[config.mk]
export PLATFORM = sky130hd
export DESIGN_NAME = rs232_rx_bit_sampler
export DESIGN_NICKNAME = d
export VERILOG_FILES = /design/src/rtl/rs232_rx_bit_sampler.sv
export SDC_FILE = /design/constraint.sdc
export NUM_CORES = 1
export LEC_CHECK = 0
export CAP_MARGIN = 15
export CORE_ASPECT_RATIO = 0.6
export CORE_MARGIN = 10
export CORE_UTILIZATION = 53
export CTS_BUF_LIST = sky130_fd_sc_hd__clkbuf_16
export DETAILED_ROUTE_END_ITERATION = 16
export GPL_TIMING_DRIVEN = 0
export PLACE_DENSITY = 0.84
export SLEW_MARGIN = 20
export SYNTH_ARGS = -nofsm -noshare
export SYNTH_HDL_FRONTEND = slang
export SYNTH_SLANG_ARGS = --single-unit
[constraint.sdc]
create_clock -name clk_ref -period 2.15 [get_ports clk_ref]
set_clock_uncertainty 0.2 [all_clocks]
set_input_delay 0.43 -clock clk_ref [delete_from_list [all_inputs] [get_ports clk_ref]]
set_output_delay 0.43 -clock clk_ref [all_outputs]
set_load 0.05 [all_outputs]
[src/rtl/rs232_rx_bit_sampler.sv]
// RS232 receive front end: synchronises rx_i, finds the start bit, and strobes out
// eight mid-bit data samples per frame before checking the stop bit.
module rs232_rx_bit_sampler #(
  parameter int unsigned CLK_DIV = 434,
  parameter int unsigned CNT_W   = 16
) (
  input  logic clk_ref,
  input  logic rst,
  input  logic rx_i,
  output logic clk_rcpt,
  output logic r_di,
  output logic busy,
  output logic frame_err
);

  localparam logic [CNT_W-1:0] HalfLoad = CNT_W'(CLK_DIV / 2 - 1);
  localparam logic [CNT_W-1:0] BitLoad  = CNT_W'(CLK_DIV - 1);

  typedef enum logic [2:0] {StIdle, StStart, StData, StStop, StBreak} state_e;

  state_e           state_q, state_d;
  logic [CNT_W-1:0] cnt_q, cnt_d;
  logic [2:0]       idx_q, idx_d;
  logic             strobe_q, strobe_d;
  logic             rdi_q, rdi_d;
  logic             ferr_q, ferr_d;
  logic             rx_m, rx_s, rx_s_d;

  // Synchroniser flops idle high so reset never looks like a start edge.
  always_ff @(posedge clk_ref) begin
    if (rst) begin
      rx_m   <= 1'b1;
      rx_s   <= 1'b1;
      rx_s_d <= 1'b1;
    end else begin
      rx_m   <= rx_i;
      rx_s   <= rx_m;
      rx_s_d <= rx_s;
    end
  end

  always_ff @(posedge clk_ref) begin
    if (rst) begin
      state_q  <= StIdle;
      cnt_q    <= '0;
      idx_q    <= '0;
      strobe_q <= 1'b0;
      rdi_q    <= 1'b0;
      ferr_q   <= 1'b0;
    end else begin
      state_q  <= state_d;
      cnt_q    <= cnt_d;
      idx_q    <= idx_d;
      strobe_q <= strobe_d;
      rdi_q    <= rdi_d;
      ferr_q   <= ferr_d;
    end
  end

  always_comb begin
    state_d  = state_q;
    cnt_d    = cnt_q;
    idx_d    = idx_q;
    strobe_d = 1'b0;
    rdi_d    = rdi_q;
    ferr_d   = 1'b0;
    unique case (state_q)
      StIdle: begin
        if (!rx_s && rx_s_d) begin
          cnt_d   = HalfLoad;
          state_d = StStart;
        end
      end
      StStart: begin
        if (cnt_q == '0) begin
          // Line back high at mid start bit: treat as a glitch.
          if (!rx_s) begin
            cnt_d   = BitLoad;
            idx_d   = 3'd0;
            state_d = StData;
          end else begin
            state_d = StIdle;
          end
        end else begin
          cnt_d = cnt_q - 1'b1;
        end
      end
      StData: begin
        if (cnt_q == '0) begin
          rdi_d    = rx_s;
          strobe_d = 1'b1;
          idx_d    = idx_q + 3'd1;
          cnt_d    = BitLoad;
          if (idx_q == 3'd7) begin
            state_d = StStop;
          end
        end else begin
          cnt_d = cnt_q - 1'b1;
        end
      end
      StStop: begin
        if (cnt_q == '0) begin
          if (rx_s) begin
            state_d = StIdle;
          end else begin
            ferr_d  = 1'b1;
            state_d = StBreak;
          end
        end else begin
          cnt_d = cnt_q - 1'b1;
        end
      end
      StBreak: begin
        // Hold off until the line returns high so a break is not a new start.
        if (rx_s) begin
          state_d = StIdle;
        end
      end
      default: state_d = StIdle;
    endcase
  end

  assign clk_rcpt  = strobe_q;
  assign r_di      = rdi_q;
  assign frame_err = ferr_q;
  assign busy      = (state_q != StIdle);

endmodule

# After elaboration in Yosys (flattened, before gate mapping)

Cells that the tools add are included.

Register bits: 28
Output and inout port bits: 4

Add/sub/neg operators: 2
Equality and inequality tests: 14
Muxes and demuxes: 21
Bitwise logic cells: 3
Reduce and logical (&&, ||, !) cells: 13

Operators with widths:

| operator                                             | number |
|---|---|
| two-way mux 16 bit                                   | 5 |
| one-hot mux 16 bit (4 select lines)                  | 1 |
| two-way mux 3 bit                                    | 10 |
| logical NOT 16 bit                                   | 1 |
| != test 2 bit (second input constant)                | 8 |
| subtractor 16 x 1 -> 16 bit (second input constant)  | 1 |
| one-hot mux 3 bit (5 select lines)                   | 1 |
| AND reduction 4 bit                                  | 2 |
| equality test 3 x 2 -> 1 bit (second input constant) | 2 |
| equality test 3 bit (second input constant)          | 2 |
| one-hot mux 3 bit (2 select lines)                   | 1 |
| AND reduction 6 bit                                  | 1 |
| nonzero test 4 bit                                   | 1 |
| adder 3 x 1 -> 3 bit (second input constant)         | 1 |
| equality test 3 x 1 -> 1 bit (second input constant) | 1 |
| logical NOT 3 bit                                    | 1 |
| != test 3 bit (second input constant)                | 1 |
| NOT 1 bit                                            | 3 |
| nonzero test 3 bit                                   | 1 |
| OR reduction 3 bit                                   | 1 |
| two-way mux 1 bit                                    | 2 |
| two-way mux 2 bit                                    | 1 |
| AND reduction 2 bit                                  | 1 |
| nonzero test 2 bit                                   | 1 |
| other kinds (3)                                      | 3 |

# Longest topological paths before layout

Depth after elaboration: 4
Depth in mapped cells: 8

# Worst setup path after synthesis

Ideal clock, no wire load.

Kind: register to register
Start point: reg cnt_q[0]
End point: reg rdi_q (netlist: r_di)
Library setup time: 128 ps
Arrival: 1,790 ps
Required time: 1,822 ps
Path slack: 32 ps
Cell stages (with the launch flop): 8
Buffers on the path: 0
Clock period less this slack: 2,118 ps
Path through: dfxtp_1 inv_1 ha_1 nor3b_2 nand4_4 nor4b_4 mux2i_1 nor2_1

Longest elaborated chain between the ends: 2

RTL lines:

| element                              | RTL line | source |
|---|---|---|
| from (decl)                          | 22       | `logic [CNT_W-1:0] cnt_q, cnt_d;` |
| from (signal assigned)               | 52       | `cnt_q <= cnt_d;` |
| logical NOT 16 bit                   | 89       | `if (cnt_q == '0) begin` |
| AND reduction 2 bit (no source line) | n/a      |  |
| to (signal assigned)                 | 55       | `rdi_q <= rdi_d;` |
| to (decl)                            | 25       | `logic rdi_q, rdi_d;` |

Every way passes these cells.
A chain may end at the register's enable or synchronous reset.

# Final worst setup path

Start point: reg cnt_q[0]
End point: reg cnt_q[14]

Longest elaborated chain between the ends: 3

RTL lines:

| element                                                                           | RTL line | source |
|---|---|---|
| subtractor 16 x 1 -> 16 bit / logical NOT 16 bit (equally long branches)          | n/a      |  |
| two-way mux 16 bit (tied with other cells)                                        | 102      | `if (cnt_q == '0) begin` |
| one-hot mux 16 bit (4 select lines) / AND reduction 4 bit (equally long branches) | n/a      |  |

Several ways; a longest one is shown, not always the timed one. The select of a mux whose other input is x is not followed.

==> impl_metrics.ini <==
[outcome]
status = completed

[pwr]
ir_drop_mv = 0.5144
p_int_mw = 1.027
clock_power_share = 0.281
switching_power_mw = 0.5012
p_leak_nw = 0.6543
pwr-share-comb = 0.336
p_per_area_nw_per_um2 = 837.6
p_sw_frac = 0.3280
seqPwrFrac = 0.383

[clock_tree]
cts_tree = done
numCtsBuffers = 3
cts_hold_buffers = 0
cts.sinks = 28
htreeDepth = 1
clk_path_buf_depth = 2
path_clk_slew_ns = 0.07
clock_latency_ns = 0.26
root_buffer = clkbuf_16

[synth]
synth_enable_flop_cells = 0
ys_seq_elements = 28
async_flop_share = 0
synthSimpleGateAreaFrac = 0.3201
netlist_top_cells_count = dfxtp_1 (28), a21oi_1 (21), nor2_1 (21)
ys.flop_type = dfxtp_1
synthTopCellsByArea = dfxtp_1 (37%), a21oi_1 (6.9%), nor2_1 (5.2%)
synth_xor_xnor_area_share = 0
mappedNetlistNets = 185
syn_area_per_cell_um2 = 8.472
netlist_instances = 179
synth_most_common_cell = dfxtp_1
ys_warn_count = 0
synth_top_family_by_area = simple AND/OR/NAND/NOR gates
synthMuxAreaShare = 0.01980
yosysTopAreaCell = dfxtp_1
syn_area_um2 = 1516
synth_top_area_frac = 0.3696
yosysSeqAreaShare = 0.3696
ys_types = 47
synth_compound_area_frac = 0.2219
synthAdderAreaFrac = 0.02475

[cells_and_area]
diodes = 0
final_area_um2 = 1824
finalNonFillerCells = 231
drive_gt1_frac = 0.2563
fin_nets = 206
area_delta_synth_final_pct = 20.30

[drt]
via_count = 1465
drt-total-wl_um = 3842
ant_nets = 0
drc = 0
drt_iter0_drc = 232
drt_first_pass_iters = 4
vias_per_cell = 6.342
avgRoutedWirePerCell_um = 16.63

[sta]
slew_viol_final = 0
setup_viol_count_final = 0
finalCritPeriodShare = 0.9731
relSlewSlack = 0.6359
post-route-min-period_ns = 2.092
worstMarginPinSlew_ns = 0.5462
hold_viol_final = 0
fmax_mhz = 478.0
fin_ws_ns = 0.05783

[setup_path]
critPathLaunchType = flip-flop
crit_arrival_ns = 2.06
r2r_cells = 7
worst_setup_path_end_kind = flip-flop
required_ns = 2.12
r2r_slack_ns = 0.06
path_class = reg2reg
r2r_end = cnt_q[14]
crit-reg2reg-launch = cnt_q[0]
crit_fanout = 6

[floorplanning]
die_x_um = 89.06
core_area_um2 = 2610
die_height_um = 61.44
initial_utilization = 0.5810
ioPinCount = 7
dieArea_um2 = 5471
rows = 14

[worst_hold_path]
hold_path_end = rx_s
whs_path_depth = 1
hold_path.class = reg2reg
hold_path.startpoint = rx_m

[place]
dp_hpwl_um = 2636
globalplace.congestion = 0.9492
dpl.cell_count = 217
post_dp_cell_area_um2 = 1617
post-place-ws_ns = -0.3077
portBuffers = 6

[grt]
grt_use_total = 0.1513
grt_pass1_vias = 1353
grt_pass1_wl_um = 6568
antenna_found_initial = 0
grt.overflow.total = 0
grt_max_degree = 16

[flow_run]
maxCapViolations = 0
## layer usage
layer | vias to the layer above | GRT usage | share of wire
li1 | 707 | - | -
met1 | 688 | 0.2105 | 0.49
met2 | 63 | 0.2210 | 0.43
met3 | 7 | 0.03557 | 0.077
met4 | 0 | 0.06081 | 0.010
met5 | - | 0 | 0
## power groups by stage
stage	clock network (mW)	logic [mW]	registers, mW
finish	0.429	0.514	0.585
global route	0.450	0.554	0.588
CTS	0.427	0.447	0.582
detailed placement	0	0.380	0.592
global placement	0	0.369	0.590
floorplan	0	0.306	0.584
## layout make-up
class,count,area (µm²)
clock inverters,1,3.754
plain buffers,9,57.56
well taps,32,40.04
clock buffers,3,75.07
flip-flops and latches,28,563.0
repair buffers,16,130.1
multi-input cells,138,939.7
fillers,195,785.8
inverters,4,15.01
## cell families (layout without fill, tap and decap cells)
family | after synthesis | count (layout)
adders and majority gates | 3 | 3
buffers and inverters | 13 | 33
and+or+nand+nor | 78 | 78
muxes | 3 | 3
DFF | 28 | 28
AOI/OAI and AO/OA | 54 | 54
## state kept, by name (all words and copies together), names as in the netlist
signal     flops
idx_q          3
rx_m           1
rx_s_d         1
clk_rcpt       1
r_di           1
rx_s           1
state_q        3
frame_err      1
cnt_q         16
## cells in the final DEF, fill, tap and decap left out, types with 4 or more instances in the layout
master           Yosys  routed
nor3_1              10       9
buf_4                2      11
o21ai_0             10       9
dfxtp_1             28      26
nand3_1              5       5
nor2_1              21      20
or2_2                4       4
clkdlybuf4s50_1      0       5
a21oi_1             21      21
nand2_1             11      11
## critical path, cell delays in order, from the launching register on
cell	delay, ns
dfxtp_2	0.34
inv_2	0.08
ha_4	0.14
nor3b_4	0.30
nand4_4	0.20
buf_4	0.19
o21a_2	0.25
a311oi_1	0.29
## through the flow
stage	hold WS, ns	utilization	total power [mW]	setup TNS [ns]
floorplan	0.1895	-	0.8898	0
global placement	0.1913	0.6194	0.9591	-2.508
detailed placement	0.2013	0.6194	0.9726	-4.499
CTS	0.2174	0.6798	1.456	0
global route	0.2327	0.6989	1.592	-0.02769
finish	0.2190	0.6989	1.528	0
## how the worst max path moves through the flow
stage	from	end	slack [ns]
floorplan	cnt_q[0]	r_di	0.03
global placement	cnt_q[0]	r_di	-0.22
detailed placement	cnt_q[0]	cnt_q[0]	-0.31
CTS	cnt_q[0]	cnt_q[13]	0.01
global route	cnt_q[1]	cnt_q[14]	-0.03
finish	cnt_q[0]	cnt_q[14]	0.06
## timing repair
| action | 4_1_cts | 5_1_grt |
|---|---|---|
| buffers inserted | 6 | 4 |
| setup endpoints to repair | 24 | 21 |
| pin swaps | 4 | 5 |
| resized for setup | 9 | 17 |
Note: power is estimated with default switching activity, not from simulation.
